<file path="config.mk">
export PLATFORM = sky130hd
export DESIGN_NAME = olp_result_reader
export DESIGN_NICKNAME = d
export VERILOG_FILES = /design/src/rtl/olp_pkg.sv /design/src/rtl/olp_result_ram.sv /design/src/rtl/olp_result_reader.sv
export SDC_FILE = /design/constraint.sdc
export NUM_CORES = 1
export LEC_CHECK = 0
export ABC_CLOCK_PERIOD_IN_PS = 4900
export CORE_MARGIN = 4
export CORE_UTILIZATION = 66
export CTS_CLUSTER_SIZE = 28
export DETAILED_ROUTE_END_ITERATION = 8
export PLACE_DENSITY = 0.95
export SETUP_SLACK_MARGIN = 0.5
export SLEW_MARGIN = 20
export SYNTH_ARGS = -nofsm -noshare
export SYNTH_HDL_FRONTEND = slang
export SYNTH_HIERARCHICAL = 1
export SYNTH_SLANG_ARGS = --single-unit
export TNS_END_PERCENT = 100
</file>
<file path="constraint.sdc">
create_clock -name iClk -period 4.9 [get_ports iClk]
set_input_delay 0.49 -clock iClk [delete_from_list [all_inputs] [get_ports iClk]]
set_output_delay 0.49 -clock iClk [all_outputs]
set_load 0.01 [all_outputs]
</file>
<file path="src/rtl/olp_pkg.sv">
// ---------------------------------------------------------------------------
// olp_pkg
// Shared definitions for the overlap-processor result reader: field widths
// of a stored face entry, the window-size encodings and the reader FSM state.
// ---------------------------------------------------------------------------
package olp_pkg;
   localparam int FACE_POS_W = 21;
   localparam int SIZE_W     = 2;
   localparam int ENTRY_W    = SIZE_W + FACE_POS_W;

   // Window-size encodings carried in iSize / oSize (3 is reserved)
   localparam logic [SIZE_W-1:0] SIZE_23 = 2'd0;
   localparam logic [SIZE_W-1:0] SIZE_19 = 2'd1;
   localparam logic [SIZE_W-1:0] SIZE_17 = 2'd2;

   typedef enum logic [1:0] {
      ST_IDLE    = 2'd0,
      ST_COLLECT = 2'd1,
      ST_DRAIN   = 2'd2,
      ST_DONE    = 2'd3
   } olp_state_e;
endpackage

</file>
<file path="src/rtl/olp_result_ram.sv">
// ---------------------------------------------------------------------------
// olp_result_ram
// DEPTH x W result buffer: one write port, one synchronous read port with a
// read enable (read data holds while iRe is low).
// Ports:
//   iClk            clock
//   iWe/iWaddr/iWdata   write port
//   iRe/iRaddr      read request, data appears on oRdata after the edge
//   oRdata          registered read data
// ---------------------------------------------------------------------------
module olp_result_ram
   import olp_pkg::*;
#(
   parameter int DEPTH = 32,
   parameter int AW    = 5,
   parameter int W     = ENTRY_W
) (
   input  logic          iClk,
   input  logic          iWe,
   input  logic [AW-1:0] iWaddr,
   input  logic [W-1:0]  iWdata,
   input  logic          iRe,
   input  logic [AW-1:0] iRaddr,
   output logic [W-1:0]  oRdata
);
   logic [W-1:0] mem_q [DEPTH];

   // Write-first: a read of the address being written returns the new word,
   // which lets the reader prefetch entry 0 in the same cycle it is stored.
   always_ff @(posedge iClk) begin
      if (iWe) mem_q[iWaddr] <= iWdata;
      if (iRe) oRdata <= (iWe && (iWaddr == iRaddr)) ? iWdata : mem_q[iRaddr];
   end
endmodule

</file>
<file path="src/rtl/olp_result_reader.sv">
// ---------------------------------------------------------------------------
// olp_result_reader
// Collects face results from the overlap processor into a buffer during a
// frame, then presents them one per cycle on a valid/accept interface.
// Ports:
//   iClk, iReset         clock, synchronous active-high reset
//   iSet                 clear buffer and start collecting a new frame
//   iOutput_ready, iSize, iFace_Pos   face result strobe and payload
//   iFinish              last face of the frame has been emitted
//   iRd_req              downstream accept (transfer = iRd_req & oData_valid)
//   oData_valid, oSize, oFace_Pos     presented entry
//   oCount, oOverflow    entries stored this frame / a face was dropped
//   oBusy, oDone         collecting or draining / all entries read
// ---------------------------------------------------------------------------
module olp_result_reader
   import olp_pkg::*;
#(
   parameter int DEPTH = 32,
   parameter int CNT_W = 6
) (
   input  logic                  iClk,
   input  logic                  iReset,
   input  logic                  iSet,
   input  logic                  iOutput_ready,
   input  logic [SIZE_W-1:0]     iSize,
   input  logic [FACE_POS_W-1:0] iFace_Pos,
   input  logic                  iFinish,
   input  logic                  iRd_req,
   output logic                  oData_valid,
   output logic [SIZE_W-1:0]     oSize,
   output logic [FACE_POS_W-1:0] oFace_Pos,
   output logic [CNT_W-1:0]      oCount,
   output logic                  oOverflow,
   output logic                  oBusy,
   output logic                  oDone
);
   localparam int AW = $clog2(DEPTH);
   localparam logic [CNT_W-1:0] FULL = CNT_W'(DEPTH);

   olp_state_e            state_q, state_d;
   logic [AW-1:0]         wr_ptr_q, wr_ptr_d;
   logic [CNT_W-1:0]      rd_ptr_q, rd_ptr_d;   // next address to prefetch
   logic [CNT_W-1:0]      count_q, count_d;
   logic                  ovf_q, ovf_d;
   logic                  valid_q, valid_d;
   logic                  busy_q, busy_d;
   logic                  done_q, done_d;
   logic [SIZE_W-1:0]     size_q, size_d;
   logic [FACE_POS_W-1:0] pos_q, pos_d;

   logic                  ram_we;
   logic                  ram_re;
   logic [AW-1:0]         ram_raddr;
   logic [ENTRY_W-1:0]    ram_rdata;

   olp_result_ram #(.DEPTH(DEPTH), .AW(AW), .W(ENTRY_W)) u_ram (
      .iClk   (iClk),
      .iWe    (ram_we),
      .iWaddr (wr_ptr_q),
      .iWdata ({iSize, iFace_Pos}),
      .iRe    (ram_re),
      .iRaddr (ram_raddr),
      .oRdata (ram_rdata)
   );

   always_comb begin
      state_d   = state_q;
      wr_ptr_d  = wr_ptr_q;
      rd_ptr_d  = rd_ptr_q;
      count_d   = count_q;
      ovf_d     = ovf_q;
      valid_d   = valid_q;
      size_d    = size_q;
      pos_d     = pos_q;
      ram_we    = 1'b0;
      ram_re    = 1'b0;
      ram_raddr = rd_ptr_q[AW-1:0];

      if (iSet) begin
         state_d  = ST_COLLECT;
         wr_ptr_d = '0;
         rd_ptr_d = '0;
         count_d  = '0;
         ovf_d    = 1'b0;
         valid_d  = 1'b0;
      end else begin
         case (state_q)
            ST_COLLECT: begin
               if (iOutput_ready) begin
                  if (count_q != FULL) begin
                     ram_we   = 1'b1;
                     wr_ptr_d = wr_ptr_q + AW'(1);
                     count_d  = count_q + CNT_W'(1);
                  end else begin
                     ovf_d = 1'b1;
                  end
               end
               if (iFinish) begin
                  if (count_d != '0) begin
                     // Prefetch entry 0 now so it can be presented one
                     // cycle after entering DRAIN.
                     state_d  = ST_DRAIN;
                     ram_re   = 1'b1;
                     rd_ptr_d = rd_ptr_q + CNT_W'(1);
                  end else begin
                     state_d = ST_DONE;
                  end
               end
            end
            ST_DRAIN: begin
               // The RAM output always holds the entry after the presented
               // one, so the fetch pointer runs two ahead of the presented
               // index: the last entry is presented when it equals count+1.
               if (!valid_q || iRd_req) begin
                  if (valid_q && (rd_ptr_q == count_q + CNT_W'(1))) begin
                     valid_d = 1'b0;
                     state_d = ST_DONE;
                  end else begin
                     valid_d           = 1'b1;
                     {size_d, pos_d}   = ram_rdata;
                     ram_re            = 1'b1;
                     rd_ptr_d          = rd_ptr_q + CNT_W'(1);
                  end
               end
            end
            default: ;
         endcase
      end

      busy_d = (state_d == ST_COLLECT) || (state_d == ST_DRAIN);
      done_d = (state_d == ST_DONE);
   end

   always_ff @(posedge iClk) begin
      if (iReset) begin
         state_q  <= ST_IDLE;
         wr_ptr_q <= '0;
         rd_ptr_q <= '0;
         count_q  <= '0;
         ovf_q    <= 1'b0;
         valid_q  <= 1'b0;
         busy_q   <= 1'b0;
         done_q   <= 1'b0;
         size_q   <= '0;
         pos_q    <= '0;
      end else begin
         state_q  <= state_d;
         wr_ptr_q <= wr_ptr_d;
         rd_ptr_q <= rd_ptr_d;
         count_q  <= count_d;
         ovf_q    <= ovf_d;
         valid_q  <= valid_d;
         busy_q   <= busy_d;
         done_q   <= done_d;
         size_q   <= size_d;
         pos_q    <= pos_d;
      end
   end

   assign oData_valid = valid_q;
   assign oSize       = size_q;
   assign oFace_Pos   = pos_q;
   assign oCount      = count_q;
   assign oOverflow   = ovf_q;
   assign oBusy       = busy_q;
   assign oDone       = done_q;
endmodule

</file>
==> flow_summary.yaml, run 1 <==
route:
  wirelength_mm: 88.6
  via_per_inst: 7.71
  drt-initial-drc-count: 3914
  num_vias: 17655
  route.detailed.drc: 0
  drt_first_pass_iters: 7
  wl_per_cell_um: 38.7
  final_antenna_net_count: 0
sta:
  setup_viol: 0
  fin_setup_tns_ns: 0
  fmax_ghz: 0.241
  rsz0062_at_grt: "no"
  finalHoldViolCount: 0
  min_period_ns: 4.15
  slew_headroom_pct: 24.0
  fin_ws_ns: 0.753
  skew_ns: 0.0317
  period_share_pct: 84.6
  tightestPinTransition_ns: 1.14
  drv_slew: 0
worst_hold_path:
  hold_path_class: "flip-flop to flip-flop"
floorplan:
  die-area_mm2: 0.0512
  die-height_um: 226
  fp.coreArea_mm2: 0.0469
  die_width_um: 226
  rows: 79
  initial_core_util_pct: 67.1
  ios: 62
synthesis:
  synth_seq_cells: 805
  yosys.cell_types.count: 61
  syn_inst: 1507
  syn_nets: 1544
  synth_top_cell_area_share_pct: 72.5
  syn_area_mm2: 0.0314
  yosysMostFrequentCell: "edfxtp_1"
  ys.flop_type: "edfxtp_1"
  synth_area_per_cell_um2: 20.9
  yosys_warnings: 6
  yosys.area.top_type: "edfxtp_1"
  ys_seq_area_share_pct: 75.4
  netlist_top_cells_count: "759 x edfxtp_1, 183 x mux4_2, 78 x nor2_1"
  async_flop_share_pct: 0
  synth.area.top_cells: "edfxtp_1 72%, mux4_2 13%, dfxtp_1 2.9%, mux2_2 1.6%, nor2_1 0.93%"
  synth_edf_count: 759
placement:
  dp_hpwl_mm: 47.0
  port_buffers: 61
  place_ws_ns: 1.09
  gp_congestion: 0.918
grt:
  grt_max_degree: 56
  grt_overflow: 0
  grt_pass1_wl_mm: 128
  grt_pass1_vias: 17285
  grt_usage_pct: 35.6
  antenna_found_initial: 5
setup_path:
  crit_required_ns: 5.20
  crit_arrival_ns: 4.44
  worstSetupPathType: "flip-flop to flip-flop"
  critPathLaunchType: "flip-flop"
  end_kind: "flip-flop"
  crit_fanout: 13
outcome:
  outcome: "completed"
clocking:
  cts_resized: 0
  clockBufferDepth: 3
  cts_setup_buffers: 0
  clkLatencyLatePin_ns: 0.63
  cts_made_buffers: 73
  cts.sinks: 805
  hold_buffers: 0
  cts_tree: "done"
  clk_pin_slew_ns: 0.07
  cts_root_buf: "clkbuf_16"
  h-tree-depth: 3
power:
  peakVddDrop_mv: 0.221
  p_per_area_mw_per_mm2: 388
  p_leak_nw: 10.7
cells_and_area:
  drive_gt1_share_pct: 27.2
  num-nets-final: 1662
  final_core_util_pct: 75.4
  area_delta_synth_final_pct: 12.3
flow_run:
  drv_cap: 0
-- layout by cell type (no fill, tap or decap), types with 23 or more instances in the layout --
cell / n
buf_4: 68
clkbuf_16: 76
clkdlybuf4s50_1: 60
dfxtp_1: 43
edfxtp_1: 759
mux2_2: 46
mux2i_1: 28
mux4_2: 183
nand3_1: 33
nor2_1: 46
nor2_2: 32
o22ai_1: 23
o31ai_1: 26
-- worst max-delay path, stage by stage, from the launching register on --
cell and delay [ns]:
dfxtp_1 0.55, inv_1 0.09, ha_1 0.21, nand2_1 0.22, nor2_8 0.06, nor3_1 0.82, nand3b_1 0.77, nor2_2 0.74
buf_4 0.35
-- power breakdown --
part | total, mW | switching, mW | internal (mW)
Sequential | 7.55 | 0.0198 | 7.53
Combinational | 0.484 | 0.315 | 0.169
Clock | 5.67 | 2.55 | 3.13
-- path summary, 6_finish.rpt --
path,from,endpoint,slack (ns),depth (start not counted)
setup / recovery,oCount[0],u_ram/mem_q[10][14],0.75,8
hold / removal,oOverflow,oOverflow,0.49,2
setup reg to reg,oCount[0],u_ram/mem_q[10][14],0.75,8
hold reg to reg,oOverflow,oOverflow,0.49,2
-- registers in the layout (all words and copies together), names as in the netlist --
| signal | cells |
|---|---|
| oSize | 2 |
| rd_ptr_q | 6 |
| oCount | 6 |
| u_ram/oRdata | 23 |
| oOverflow | 1 |
| state_q | 2 |
| u_ram/mem_q | 736 |
| oData_valid | 1 |
| oDone | 1 |
| oFace_Pos | 21 |
| oBusy | 1 |
| wr_ptr_q | 5 |
-- area by class of cell --
type,count,area (µm²)
Clock buffer,90,1950
Sequential cell,805,23700
Fill cell,2193,11500
Antenna cell,1,2.50
Tap cell,607,759
Inverter,8,30.0
Timing Repair Buffer,133,1200
Multi-Input combinational cell,604,7260
Clock inverter,43,382
-- through the flow --
stage | total power [mW] | instances | hold slack (ns) | instance area (µm²)
after CTS | 13.7 | 2290 | 0.481 | 35300
after global placement | 8.11 | 2157 | 0.467 | 33000
final | 13.7 | 2291 | 0.487 | 35300
after detailed placement | 8.15 | 2157 | 0.471 | 33000
after global routing | 14.0 | 2290 | 0.519 | 35300
after floorplan | 7.92 | 1507 | 0.455 | 31400
-- kinds of logic after synthesis --
| logic type | share of synthesized area, % |
|---|---|
| flip-flops | 75.4 |
| AND/OR/NAND/NOR | 3.07 |
| AO/OA/AOI/OAI | 3.05 |
| buffers and inverters | 1.81 |
| adder cells (fa/ha/maj) | 0.318 |
| multiplexers | 15.6 |
| XOR/XNOR | 0.681 |
-- per-layer routing --
metal	global-route usage (%)	wire length, µm
met1	48.2	28000
met5	0	75
met4	19.0	6430
met2	53.7	40500
met3	10.4	13700
(Power assumes the default switching activity.)
==> run 2: changes to the inputs <==
--- a/config.mk
+++ b/config.mk
@@ -5,12 +5,12 @@
 export SDC_FILE = /design/constraint.sdc
 export NUM_CORES = 1
 export LEC_CHECK = 0
-export ABC_CLOCK_PERIOD_IN_PS = 4900
+export ABC_CLOCK_PERIOD_IN_PS = 3800
 export CORE_MARGIN = 4
-export CORE_UTILIZATION = 66
+export CORE_UTILIZATION = 56
 export CTS_CLUSTER_SIZE = 28
 export DETAILED_ROUTE_END_ITERATION = 8
-export PLACE_DENSITY = 0.95
+export PLACE_DENSITY = 0.87
 export SETUP_SLACK_MARGIN = 0.5
 export SLEW_MARGIN = 20
 export SYNTH_ARGS = -nofsm -noshare
==> constraint.sdc (replaced) <==
create_clock -name iClk -period 3.8 [get_ports iClk]
set_input_delay 0.38 -clock iClk [delete_from_list [all_inputs] [get_ports iClk]]
set_output_delay 0.38 -clock iClk [all_outputs]
set_load 0.01 [all_outputs]
==> flow_summary.yaml, run 2 (synthesized netlist as in run 1, its figures left out) <==
placement:
  placed_cells: 2329
  place_area_mm2: 0.0336
  place_ws_ns: 0.768
  gp_congestion: 0.911
  dp_hpwl_mm: 45.7
  port_buffers: 61
setup_path:
  regToRegSetupSlack_ns: 0.71
  cpPeakStageDelay_ns: 0.65
  cp_slowest_cell: "or3b_2"
  critPathLaunchType: "flip-flop"
  crit_fanout: 23
  crit_buf_inv: 3
  cpLargestDelayFamily: "simple AND/OR/NAND/NOR gates"
  end_kind: "flip-flop"
  cp_common_cell: "buf_4"
  crit_path_start: "oCount[0]"
  r2r_end: "u_ram/mem_q[20][0]"
  worstSetupPathType: "flip-flop to flip-flop"
  crit_required_ns: 4.06
  reg2reg_depth: 9
  r2r_start: "oCount[0]"
  crit_arrival_ns: 3.35
  crit_chain: "inv_1, ha_1, nand2_1, nor2_8, nor3_1, buf_4, or3b_2, nor2_2, buf_4"
route:
  via_per_inst: 6.74
  wl_per_cell_um: 31.0
  num_vias: 16622
  drt-initial-drc-count: 2643
  final_antenna_net_count: 0
  drt_first_pass_iters: 8
  route.detailed.drc: 0
  wirelength_mm: 76.5
sta:
  min_period_ns: 3.09
  finalHoldViolCount: 0
  fin_setup_tns_ns: 0
  skew_ns: 0.0331
  rsz0062_at_grt: "no"
  drv_slew: 0
  slew_headroom_pct: 27.5
  period_share_pct: 81.3
  tightestPinTransition_ns: 1.08
  fmax_ghz: 0.324
  finalHoldWorstSlack_ns: 0.295
  setup_viol: 0
  fin_ws_ns: 0.711
worst_hold_path:
  hold_path_end: "u_ram/mem_q[30][20]"
  min_path_cells: 1
  hold_start: "iFace_Pos[20]"
  hold_path_class: "input port to flip-flop"
grt:
  grt_pass1_vias: 16613
  grt_overflow: 0
  antenna_found_initial: 1
  grt_pass1_wl_mm: 114
  grt_usage_pct: 25.9
  grt_max_degree: 67
clocking:
  cts_root_buf: "clkbuf_16"
  cts_resized: 0
  hold_buffers: 0
  cts_setup_buffers: 0
  cts_made_buffers: 76
  clkLatencyLatePin_ns: 0.63
  clk_pin_slew_ns: 0.07
  clockBufferDepth: 3
  h-tree-depth: 3
  cts_tree: "done"
  cts.sinks: 805
cells_and_area:
  largest_register_ffs: 736
  post-route-cell-area_mm2: 0.0359
  multi_input_area_mm2: 0.00727
  nFillCells: 3346
  layout_common_cells: "759 x edfxtp_1, 183 x mux4_2, 82 x buf_4"
  area_delta_synth_final_pct: 14.2
  layout_commonest_cell: "edfxtp_1"
  final_core_util_pct: 64.9
  regArea_mm2: 0.0237
  num-nets-final: 1696
  largest-register: "u_ram/mem_q"
  stdcell_count: 2467
  drive_gt1_share_pct: 28.3
power:
  power_mw: 17.4
  p_leak_nw: 10.9
  p_per_area_mw_per_mm2: 486
  peakVddDrop_mv: 0.461
floorplan:
  fp.coreArea_mm2: 0.0553
  die-height_um: 245
  ios: 62
  initial_core_util_pct: 56.8
  rows: 86
  die-area_mm2: 0.0600
  die_width_um: 245
outcome:
  outcome: "completed"
flow_run:
  drv_cap: 0
[run 2: power by group]
| part | switching (mW) | internal (mW) |
|---|---|---|
| Sequential | 0.0219 | 9.72 |
| Clock | 3.15 | 3.98 |
| Combinational | 0.345 | 0.223 |
[run 2: final cells by class]
cell class	instances	area share (%)
Clock inverter	40	0.809
Sequential cell	805	66.1
Timing Repair Buffer	164	4.50
Multi-Input combinational cell	604	20.3
Clock buffer	97	5.64
Inverter	8	0.0837
Tap cell	748	2.61
Antenna cell	1	0.00697
[run 2: worst max path at each step]
stage	depth (start not counted)	end
6_report	9	u_ram/mem_q[20][0]
4_1_cts	9	u_ram/mem_q[20][0]
3_3_place_gp	9	u_ram/mem_q[28][2]
3_5_place_dp	7	u_ram/mem_q[20][18]
5_1_grt	9	u_ram/mem_q[20][0]
2_1_floorplan	9	u_ram/mem_q[28][0]
[run 2: worst register-to-register path: cells and delay by family, from the launching register on]
kind,cells,cell delay [ns]
and+or+nand+nor,5,1.35
DFF,1,0.53
adders and majority gates,1,0.20
buffers and inverters,3,0.66
[run 2: routing by layer]
layer  up-vias  global-route usage (%)  part of all wire (%)
met1      8535                    36.3                    36
met5         -                       0                     0
li1       6580                       -                     -
met3       200                    5.90                    12
met4         0                    7.12                   3.0
met2      1307                    41.8                    49
